===== src/rtl/ram_arb_pkg.sv =====
// Shared definitions for the two-requester RAM arbiter: FSM encoding and requester count.
package ram_arb_pkg;

  localparam int NUM_REQ = 2;

  typedef enum logic [1:0] {
    IDLE   = 2'd0,
    ACCESS = 2'd1,
    RESP   = 2'd2
  } state_t;

endpackage


===== src/rtl/rr_arbiter2.sv =====
// Two-way round-robin grant; the pointer remembers which requester was served last.
module rr_arbiter2
  import ram_arb_pkg::*;
(
  input  logic               clk,
  input  logic               rst,
  input  logic [NUM_REQ-1:0] req,
  input  logic               enable,
  output logic [NUM_REQ-1:0] grant
);

  logic last;

  always_comb begin
    grant = '0;
    if (enable) begin
      case (req)
        2'b01:   grant = 2'b01;
        2'b10:   grant = 2'b10;
        2'b11:   grant = last ? 2'b01 : 2'b10;
        default: grant = '0;
      endcase
    end
  end

  // Resetting to "1 served last" hands the first contended grant to requester 0.
  always_ff @(posedge clk or posedge rst) begin
    if (rst) begin
      last <= 1'b1;
    end else if (|grant) begin
      last <= grant[1];
    end
  end

endmodule


===== src/rtl/ram_arbiter.sv =====
// Arbitrates two requesters onto a single-port RAM: one operation every three cycles,
// with a one-cycle completion pulse returned to the requester that was served.
module ram_arbiter
  import ram_arb_pkg::*;
#(
  parameter int ADDR_WIDTH = 4,
  parameter int MEM_DEPTH  = 8,
  parameter int MEM_WIDTH  = 16
) (
  input  logic                         CLK,
  input  logic                         RST,
  input  logic [NUM_REQ-1:0]           req_valid,
  output logic [NUM_REQ-1:0]           req_ready,
  input  logic [NUM_REQ-1:0]           req_we,
  input  logic [NUM_REQ*ADDR_WIDTH-1:0] req_addr,
  input  logic [NUM_REQ*MEM_WIDTH-1:0]  req_wdata,
  output logic [NUM_REQ-1:0]           rsp_valid,
  output logic [NUM_REQ-1:0]           rsp_err,
  output logic [MEM_WIDTH-1:0]         rsp_rdata,
  output logic                         WrEn,
  output logic                         RdEn,
  output logic [ADDR_WIDTH-1:0]        address,
  output logic [MEM_WIDTH-1:0]         WrData,
  input  logic [MEM_WIDTH-1:0]         RdData
);

  localparam logic [ADDR_WIDTH:0] DEPTH_LIMIT = (ADDR_WIDTH+1)'(MEM_DEPTH);

  state_t               state;
  logic [NUM_REQ-1:0]   grant;
  logic                 sel_id;
  logic                 sel_we;
  logic [ADDR_WIDTH-1:0] sel_addr;
  logic [MEM_WIDTH-1:0] sel_wdata;
  logic                 sel_in_range;
  logic                 lat_id;
  logic                 lat_we;
  logic                 lat_err;

  rr_arbiter2 u_rr (
    .clk    (CLK),
    .rst    (RST),
    .req    (req_valid),
    .enable (state == IDLE && !RST),
    .grant  (grant)
  );

  assign req_ready = grant;

  always_comb begin
    sel_id       = grant[1];
    sel_we       = sel_id ? req_we[1] : req_we[0];
    sel_addr     = sel_id ? req_addr[ADDR_WIDTH +: ADDR_WIDTH] : req_addr[0 +: ADDR_WIDTH];
    sel_wdata    = sel_id ? req_wdata[MEM_WIDTH +: MEM_WIDTH] : req_wdata[0 +: MEM_WIDTH];
    sel_in_range = {1'b0, sel_addr} < DEPTH_LIMIT;
  end

  // RdData only settles on the edge that ends the strobe cycle, so it is forwarded straight through.
  assign rsp_rdata = (state == RESP && !lat_we && !lat_err) ? RdData : '0;

  // The address/WrData registers double as the request latch and hold between operations.
  always_ff @(posedge CLK or posedge RST) begin
    if (RST) begin
      state     <= IDLE;
      lat_id    <= 1'b0;
      lat_we    <= 1'b0;
      lat_err   <= 1'b0;
      WrEn      <= 1'b0;
      RdEn      <= 1'b0;
      address   <= '0;
      WrData    <= '0;
      rsp_valid <= '0;
      rsp_err   <= '0;
    end else begin
      case (state)
        IDLE: begin
          rsp_valid <= '0;
          rsp_err   <= '0;
          if (|grant) begin
            lat_id  <= sel_id;
            lat_we  <= sel_we;
            lat_err <= !sel_in_range;
            address <= sel_addr;
            WrData  <= sel_wdata;
            WrEn    <= sel_we && sel_in_range;
            RdEn    <= !sel_we && sel_in_range;
            state   <= ACCESS;
          end
        end
        ACCESS: begin
          WrEn      <= 1'b0;
          RdEn      <= 1'b0;
          rsp_valid <= lat_id ? 2'b10 : 2'b01;
          rsp_err   <= lat_err ? (lat_id ? 2'b10 : 2'b01) : 2'b00;
          state     <= RESP;
        end
        RESP: begin
          rsp_valid <= '0;
          rsp_err   <= '0;
          state     <= IDLE;
        end
        default: begin
          WrEn      <= 1'b0;
          RdEn      <= 1'b0;
          rsp_valid <= '0;
          rsp_err   <= '0;
          state     <= IDLE;
        end
      endcase
    end
  end

endmodule


===== config.mk =====
export PLATFORM = sky130hd
export DESIGN_NAME = ram_arbiter
export DESIGN_NICKNAME = d
export VERILOG_FILES = /design/src/rtl/ram_arb_pkg.sv /design/src/rtl/rr_arbiter2.sv /design/src/rtl/ram_arbiter.sv
export SDC_FILE = /design/constraint.sdc
export NUM_CORES = 1
export LEC_CHECK = 0
export ABC_CLOCK_PERIOD_IN_PS = 3000
export CAP_MARGIN = 20
export CORE_ASPECT_RATIO = 1.2
export CORE_MARGIN = 2
export CORE_UTILIZATION = 35
export CTS_CLUSTER_DIAMETER = 200
export DETAILED_ROUTE_END_ITERATION = 10
export PLACE_DENSITY = 0.79
export SLEW_MARGIN = 20
export SYNTH_ARGS = -nofsm -noshare
export SYNTH_HDL_FRONTEND = slang
export SYNTH_HIERARCHICAL = 1
export SYNTH_SLANG_ARGS = --single-unit

===== constraint.sdc =====
create_clock -name CLK -period 3 [get_ports CLK]
set_clock_uncertainty 0.2 [all_clocks]
set_input_delay 0.75 -clock CLK [delete_from_list [all_inputs] [get_ports CLK]]
set_output_delay 0.75 -clock CLK [all_outputs]
set_load 0.005 [all_outputs]

==> run summary, run 1 <==
- 47.7% — post-synth top area share
- 0 — DRC errors left
- clkdlybuf4s50_1 — cell with the biggest individual delay on the critical path
- 5 — Inserted Clock Buffers
- 49.4% — sequential element share of the synthesized area
- 0.281 ns — Hold Slack
- 0 — hold buffers post-CTS
- done — clock tree from TritonCTS
- 4290 um2 — area of the core
- 16 — critical-path maximum fanout
- 16.5% — global-route usage over all layers
- 0.439 mV — Worst IR Drop VDD
- 301 — layout net count
- 0 — initial antenna violation count
- 0 — max-slew violations
- 2 — total buffers and inverters traversed by the critical path
- 0 ns — Setup TNS
- 777 um2 — sequential standard cell area
- 0 — overflow left after global routing
- 1.18 nW — static leakage
- false — RSZ-0062 raised after global routing
- 15 — violation count after the first detailed-route iteration
- 4.00 mm — total detailed-routing wirelength
- 26 — Placement Rows
- -0.176 ns — worst slack at placement
- clkbuf_8 — Clk Tree Root Cell
- 0 — max_cap viols
- 0 — Fin. Hold Viols
- 31 — maximum number of pins on one net before global-route repair
- 748 um2 — area of combinational cells with multiple inputs
- dfrtp_1, mux2_2, and2_1 — synth top area cells
- nor4b_4, buf_4, and2_1, clkdlybuf4s50_1 — critical path, cell by cell
- 65.2 um — width of the chip
- 12.9 um2 — syn_area_per_cell
- 0.687 — placer congestion estimate
- 2 — H-tree levels
- 31 — count of clock tree sinks
- 0 — Final ANT Viol Nets
- 1357 — number of vias after detailed routing
- 31 — Synth Register Bits
- 184 — net count after synthesis
- 360 — count of fill cells added during filler insertion
- 5050 um2 — area enclosed by the die boundary
- 0 — post-CTS setup buffers
- buffers and inverters — delay-heaviest family, CP
- 6.40 mm — global-route wire length before repair
- 122 — gate count of the mapped netlist
- 4 — detailed-routing iteration count for the pre-antenna-repair pass
- 27 — count of cell types in the netlist
- 27.1% — fraction of layout instances using a drive strength above 1
- register — crit path launch type
- 0.27 ns — latest clock arrival within the worst-skew pair
- 0.165 ns — least setup slack across all paths after layout
- dfrtp_1 — library cell with the largest summed area after synthesis
- 105 — Buffers on Ports
- clkdlybuf4s50_1 — most common library cell in the layout ignoring fill and taps
- 75.6% — Slew headroom
- 750 nW/um2 — Power Dens Cells
- 0 — final setup violation count
- 81.5% — Layout area overhead
- 106 — total I/O pin count
- 0.52 ns — slowest stage delay, CP
- register to register — Hold Path Class
- 2.05 ns — CP required
- 296 — post-route non-filler standard cell count
- 0 — antenna diode count
- 1570 um2 — Synth Cell Area
- 0.353 GHz — fmax
- 2.84 ns — Period minus WS final
- 36.6% — starting density of the core
- finished clean — result of the run
- 0.06 ns — clock edge transition at the registers on the reported setup and hold paths
- 1.89 ns — Critical Path AT
- 288 — # placed instances
- 6 — synthesis warning total
- 94.5% — period utilisation layout
- 0.65 ns — slack of the worst reg-to-reg path
- register to primary output — type of the worst setup path
- 2 — maximum root-to-sink buffer count
- 77.4 um — Chip Height
- 4.58 — average via count per standard cell
- 0.366 ns — actual slew at the worst max-slew pin
- clkdlybuf4s50_1, mux2_2, dfrtp_1 — commonest cells after routing, fill and taps aside
- 1356 — vias in the first global route
- 3.22 mm — placed wire-length estimate
- 13.5 um — final routed wire length divided by cell count
- primary output — Worst Setup End Kind
==> report_power, final <==
group | switching (mW) | leakage (nW) | total (mW) | internal (mW)
registers | 0.124 | 0.377 | 0.749 | 0.625
clock network | 0.134 | 0.0515 | 0.343 | 0.209
logic | 0.332 | 0.754 | 1.05 | 0.717
==> timing repair <==
| action | 4_1_cts | 5_1_grt |
|---|---|---|
| hold endpoints to repair | 0 | 0 |
| setup endpoints to repair | 2 | 0 |
| resized for setup | 4 | 0 |
==> area by class of cell <==
cell class                 count  share of cell area (%)
timing repair buffer         116                    40.1
multi-input combinational     81                    26.2
tap                           56                    2.46
clock buffer                   8                    3.51
inverter                       4                   0.526
sequential                    31                    27.2
==> layer usage <==
| metal | vias up | routed length, um | global-route usage (%) |
|---|---|---|---|
| met5 | - | 0 | 0 |
| li1 | 656 | - | - |
| met2 | 75 | 2000 | 28.7 |
| met1 | 617 | 1440 | 17.7 |
| met4 | 0 | 102 | 6.67 |
| met3 | 9 | 457 | 6.23 |
==> per-stage QoR <==
step	utilization [%]	total power [mW]	instance area, um2
floorplan	-	1.23	1570
global placement	64.0	1.80	2750
detailed placement	64.0	1.82	2750
CTS	66.5	2.18	2850
global route	66.5	2.29	2850
finish	66.5	2.14	2850
==> final timing paths <==
| check | start | end | depth (start not counted) |
|---|---|---|---|
| setup / recovery | state[0] | rsp_rdata[12] | 4 |
| hold / removal | lat_id | rsp_valid[0] | 1 |
| setup reg to reg | state[0] | WrData[10] | 8 |
| hold reg to reg | lat_id | rsp_valid[0] | 1 |
| max in group asynchronous | RST | WrData[10] | 4 |
| min in group asynchronous | RST | u_rr/last | 3 |
==> registers in the layout, indices dropped and copies added (netlist names) <==
signal     count
WrData        16
state          2
rsp_err        2
lat_we         1
u_rr/last      1
WrEn           1
rsp_valid      2
address        4
RdEn           1
lat_id         1
==> Yosys cell counts <==
master and count:
a22o_1 1, o2bb2ai_1 1, nor3b_1 1, clkbuf_2 1, mux2_1 1, o21a_1 1
nor3_4 1, dfrtp_1 30, nor2_1 2, nor4b_4 1, a21oi_2 1, inv_1 4
buf_6 2, nand2_1 3, a21oi_1 2, and2_1 18, a2bb2o_1 1, buf_2 2
nor3_1 1, mux2_2 39, o21ai_0 1, and2b_1 1, buf_4 1, dfstp_2 1
and3_1 2, o21ba_2 1, nor2b_1 2
==> cells by family after synthesis <==
group           share of synthesized area (%)
buf+inv                                  3.82
flops                                    49.4
simple gates                             13.8
mux                                      28.6
compound gates                           4.38
Note: power is estimated with default switching activity, not from simulation.
==> run 2, diff against run 1 <==
--- a/config.mk
+++ b/config.mk
@@ -7,12 +7,12 @@
 export LEC_CHECK = 0
 export ABC_CLOCK_PERIOD_IN_PS = 3000
 export CAP_MARGIN = 20
-export CORE_ASPECT_RATIO = 1.2
 export CORE_MARGIN = 2
 export CORE_UTILIZATION = 35
 export CTS_CLUSTER_DIAMETER = 200
 export DETAILED_ROUTE_END_ITERATION = 10
 export PLACE_DENSITY = 0.79
+export REMOVE_ABC_BUFFERS = 1
 export SLEW_MARGIN = 20
 export SYNTH_ARGS = -nofsm -noshare
 export SYNTH_HDL_FRONTEND = slang
==> run 2 against run 1 <==
  * Critical path depth increased by 2
  * Via count increased by 2.0%
  * Sequential share of layout area increased by 0.25 points
  * Sequential cell count unchanged
  * Routed wire length increased by 3.6%
  * Critical path type is now primary input to primary output
==> run summary, run 2 (synthesis results as in run 1) <==
- 2710 um2 — dpl cell area
- 756 nW/um2 — Power Dens Cells
- 0.07 ns — clock edge transition at the registers on the reported setup and hold paths
- 96.4% — period utilisation layout
- 1384 — number of vias after detailed routing
- 0 — overflow left after global routing
- 31 — count of clock tree sinks
- done — clock tree from TritonCTS
- 105 — Buffers on Ports
- WrData — Biggest register
- 0 — Fin. Hold Viols
- 0.28 ns — latest clock arrival within the worst-skew pair
- 30.6% — met2 routing resource usage after global routing
- 9 — violation count after the first detailed-route iteration
- 290 — post-route non-filler standard cell count
- 2 — maximum root-to-sink buffer count
- 0 — max_cap viols
- 2 — detailed-routing iteration count for the pre-antenna-repair pass
- 0.109 ns — least setup slack across all paths after layout
- 16 — flip-flop count of the largest register after layout
- 106 — total I/O pin count
- 280 — # placed instances
- primary output — Worst Setup End Kind
- 0 ns — Setup TNS
- 26.9% — fraction of layout instances using a drive strength above 1
- 0 — antenna diode count
- 0 — initial antenna violation count
- finished clean — result of the run
- 31 — maximum number of pins on one net before global-route repair
- 18.3% — M1 GR Usage
- 2830 um2 — Layout Cell Area excl Fill
- 24 — Placement Rows
- 36.1% — starting density of the core
- 71.0 um — width of the chip
- 0.600 mV — Worst IR Drop VDD
- 5 — Inserted Clock Buffers
- 0.294 ns — Hold Slack
- register to register — Hold Path Class
- 3.28 mm — placed wire-length estimate
- 0 — final setup violation count
- 79.8% — Layout area overhead
- 1.16 nW — static leakage
- primary input to primary output — type of the worst setup path
- 1494 — vias in the first global route
- 17.4% — global-route usage over all layers
- WrData x16, address x4 — largest registers
- 6.87 mm — global-route wire length before repair
- 3 — critical-path maximum fanout
- -0.270 ns — worst slack at placement
- primary input — crit path launch type
- 5050 um2 — area enclosed by the die boundary
- 0.370 ns — actual slew at the worst max-slew pin
- 2.05 ns — CP required
- 1.94 ns — Critical Path AT
- clkbuf_8 — Clk Tree Root Cell
- 0 — DRC errors left
- 14.3 um — final routed wire length divided by cell count
- 4350 um2 — area of the core
- clkdlybuf4s50_1 — most common library cell in the layout ignoring fill and taps
- 0 — Final ANT Viol Nets
- met2 — most congested layer reported by global routing
- 0.687 — placer congestion estimate
- 0.346 GHz — fmax
- clkdlybuf4s50_1, mux2_2, dfrtp_1 — commonest cells after routing, fill and taps aside
- 9.54% — met3 Track Usage GR
- 0 — max-slew violations
- 75.3% — Slew headroom
- 2 — H-tree levels
- 4.77 — average via count per standard cell
- 2.89 ns — Period minus WS final
- 299 — layout net count
- 4.14 mm — total detailed-routing wirelength
- 71.0 um — Chip Height
[run 2: cell types whose count changed in the layout (fill, tap and decap cells not counted), sizes merged]
cell | previous run | this run
dlygate4sd2 | 2 | 1
clkinvlp | 0 | 1
buf | 11 | 9
clkinv | 0 | 2
clkbuf | 8 | 6
[run 2: where the power goes]
part           total [mW]  switching, mW  internal [mW]
registers           0.762          0.137          0.625
clock network       0.328          0.163          0.165
logic                1.05          0.330          0.718
[run 2: metrics by stage]
stage / utilization [%] / power (mW)
after floorplan: - / 1.19
after global placement: 62.3 / 1.79
after detailed placement: 62.3 / 1.82
after CTS: 64.9 / 2.17
after global routing: 64.9 / 2.29
final: 64.9 / 2.14
[run 2: cell type report]
type,instances,area [um2]
well taps,52,65.1
flip-flops and latches,31,777
repair buffers,114,1130
inverters,4,15.0
clock buffers,5,68.8
multi-input cells,81,744
clock inverters,3,25.0
fillers,355,1530
[run 2: worst paths after layout]
check / start / to / slack, ns / depth (start not counted)
setup / recovery: RST / req_ready[1] / 0.11 / 6
hold reg to reg: lat_id / rsp_valid[0] / 0.29 / 1
min in group asynchronous: RST / u_rr/last / 0.65 / 2
setup reg to reg: state[1] / WrData[10] / 0.52 / 9
hold / removal: lat_id / rsp_valid[0] / 0.29 / 1
max in group asynchronous: RST / WrData[12] / 1.61 / 3
[run 2: layer usage]
| layer | up-vias | wire length (um) |
|---|---|---|
| li1 | 649 | - |
| met3 | 3 | 535 |
| met2 | 81 | 2080 |
| met4 | 0 | 23 |
| met5 | - | 0 |
| met1 | 651 | 1500 |
[run 2: what timing repair did]
item                       CTS  global route
setup endpoints to repair   18            21
buffers inserted             2             0
hold buffers                 0             0
resized for setup            4             3
pin swaps                    1             1
[run 2: critical path: stages]
cell,delay [ns]
clkdlybuf4s50_1,0.45
nor3_2,0.14
buf_4,0.14
nand2_1,0.09
a21oi_2,0.18
clkbuf_2,0.18
==> run 3, diff against run 2 <==
--- a/config.mk
+++ b/config.mk
@@ -12,7 +12,6 @@
 export CTS_CLUSTER_DIAMETER = 200
 export DETAILED_ROUTE_END_ITERATION = 10
 export PLACE_DENSITY = 0.79
-export REMOVE_ABC_BUFFERS = 1
 export SLEW_MARGIN = 20
 export SYNTH_ARGS = -nofsm -noshare
 export SYNTH_HDL_FRONTEND = slang
==> run 3 against run 2 <==
  * Critical path type unchanged
  * Critical path depth fell by 1
  * First-iteration DRC count rose to 6.6 times the previous value
  * Combinational power barely moved
==> run summary, run 3 (synthesis results as in run 1) <==
- 281 — # placed instances
- 0.746 — placer congestion estimate
- 0.456 mV — Worst IR Drop VDD
- 106 — total I/O pin count
- 0.120 ns — least setup slack across all paths after layout
- 780 nW/um2 — Power Dens Cells
- 16 — flip-flop count of the largest register after layout
- false — RSZ-0062 raised after global routing
- done — clock tree from TritonCTS
- 105 — Buffers on Ports
- WrData x16, address x4 — largest registers
- 299 — layout net count
- 4.22 mm — total detailed-routing wirelength
- 0 — DRC errors left
- 1413 — vias in the first global route
- 0.347 GHz — fmax
- 0 — Fin. Hold Viols
- 0 — overflow left after global routing
- clkbuf_8 — Clk Tree Root Cell
- 18.5% — global-route usage over all layers
- -0.290 ns — worst slack at placement
- 96.0% — period utilisation layout
- 2.23 mW — total design power
- clkdlybuf4s50_1 — cell with the biggest individual delay on the critical path
- 2720 um2 — dpl cell area
- 65.6% — final design utilization
- 14.6 um — final routed wire length divided by cell count
- 31 — maximum number of pins on one net before global-route repair
- 36.1% — starting density of the core
- 0.45 ns — slowest stage delay, CP
- 290 — post-route non-filler standard cell count
- register to register — Hold Path Class
- WrData — Biggest register
- clkdlybuf4s50_1, mux2_2, dfrtp_1 — commonest cells after routing, fill and taps aside
- 26.9% — fraction of layout instances using a drive strength above 1
- 4.71 — average via count per standard cell
- 0 ns — Setup TNS
- 0 — antenna diode count
- 2 — H-tree levels
- 0 — Final ANT Viol Nets
- 0.28 ns — latest clock arrival within the worst-skew pair
- 0.367 ns — actual slew at the worst max-slew pin
- 59 — violation count after the first detailed-route iteration
- 3.32 mm — placed wire-length estimate
- finished clean — result of the run
- 81.5% — Layout area overhead
- 2860 um2 — Layout Cell Area excl Fill
- 0 — final setup violation count
- 0.288 ns — Hold Slack
- 0.06 ns — clock edge transition at the registers on the reported setup and hold paths
- 0 — max-slew violations
- 71.0 um — width of the chip
- 0 — initial antenna violation count
- 0 — hold buffers post-CTS
- 75.5% — Slew headroom
- 1.18 nW — static leakage
- 2 — maximum root-to-sink buffer count
- 2 — total buffers and inverters traversed by the critical path
- 31 — count of clock tree sinks
- 3 — critical-path maximum fanout
- buffers and inverters — delay-heaviest family, CP
- 0 — max_cap viols
- 1.93 ns — Critical Path AT
- 4 — detailed-routing iteration count for the pre-antenna-repair pass
- 4350 um2 — area of the core
- primary output — Worst Setup End Kind
- 2.88 ns — Period minus WS final
- primary input — crit path launch type
- 24 — Placement Rows
- clkdlybuf4s50_1, nor3_2, nand2_1, a21oi_2, dlygate4sd2_1 — critical path, cell by cell
- 71.0 um — Chip Height
- 5 — Inserted Clock Buffers
- 346 — count of fill cells added during filler insertion
- 2.05 ns — CP required
- 7.12 mm — global-route wire length before repair
- 5050 um2 — area enclosed by the die boundary
- 1366 — number of vias after detailed routing
- primary input to primary output — type of the worst setup path
- clkdlybuf4s50_1 — most common library cell in the layout ignoring fill and taps
## run 3: cell types whose count changed in the layout (fill, tap and decap cells not counted)
cell / previous run / this run
a21oi_1: 1 / 0
clkbuf_2: 1 / 0
buf_6: 0 / 1
clkinvlp_4: 1 / 0
clkinv_4: 2 / 0
clkinv_2: 0 / 1
bufinv_16: 0 / 1
clkbuf_8: 5 / 6
a21oi_2: 2 / 3
dlygate4sd2_1: 1 / 2
buf_8: 1 / 0
## run 3: final timing paths
kind	cells past startpoint	start	slack [ns]	to
min in group asynchronous	2	RST	0.63	u_rr/last
min	1	RdEn	0.29	RdEn
min reg2reg	1	RdEn	0.29	RdEn
max in group asynchronous	3	RST	1.61	WrData[1]
max reg2reg	9	state[0]	0.48	WrData[2]
max	5	RST	0.12	req_ready[1]
## run 3: worst reg2reg max path: stages (launching register included)
cell and delay [ns]:
dfrtp_1 0.41, buf_4 0.18, nor3_2 0.22, nand2_1 0.13, a21oi_2 0.16, buf_6 0.25
nor2_1 0.13, nor3_4 0.17, buf_12 0.19, mux2_2 0.36
## run 3: area by class of cell
cell class / count / area [um2] / area share (%)
repair buffers: 114 / 1130 / 39.7
flip-flops and latches: 31 / 777 / 27.2
multi-input cells: 81 / 748 / 26.2
clock buffers: 6 / 82.6 / 2.89
well taps: 52 / 65.1 / 2.28
clock inverters: 2 / 35.0 / 1.23
inverters: 4 / 15.0 / 0.526
## run 3: routing by layer
metal  vias to the layer above  track usage [%]  wire length [um]
li1                        649                -                 -
met1                       643             19.9              1490
met2                        66             32.8              2290
met3                         8             5.84               354
met4                         0             8.81                93
met5                         -                0                 0
## run 3: repair_timing
item                       CTS  global route
setup endpoints to repair    5            20
pin swaps                    1             0
gates resized for setup      4             1
setup buffers                1             0
## run 3: where the power goes
group | internal (mW) | switching (mW)
Sequential | 0.625 | 0.115
Clock | 0.268 | 0.154
Combinational | 0.715 | 0.349
Total | 1.61 | 0.619
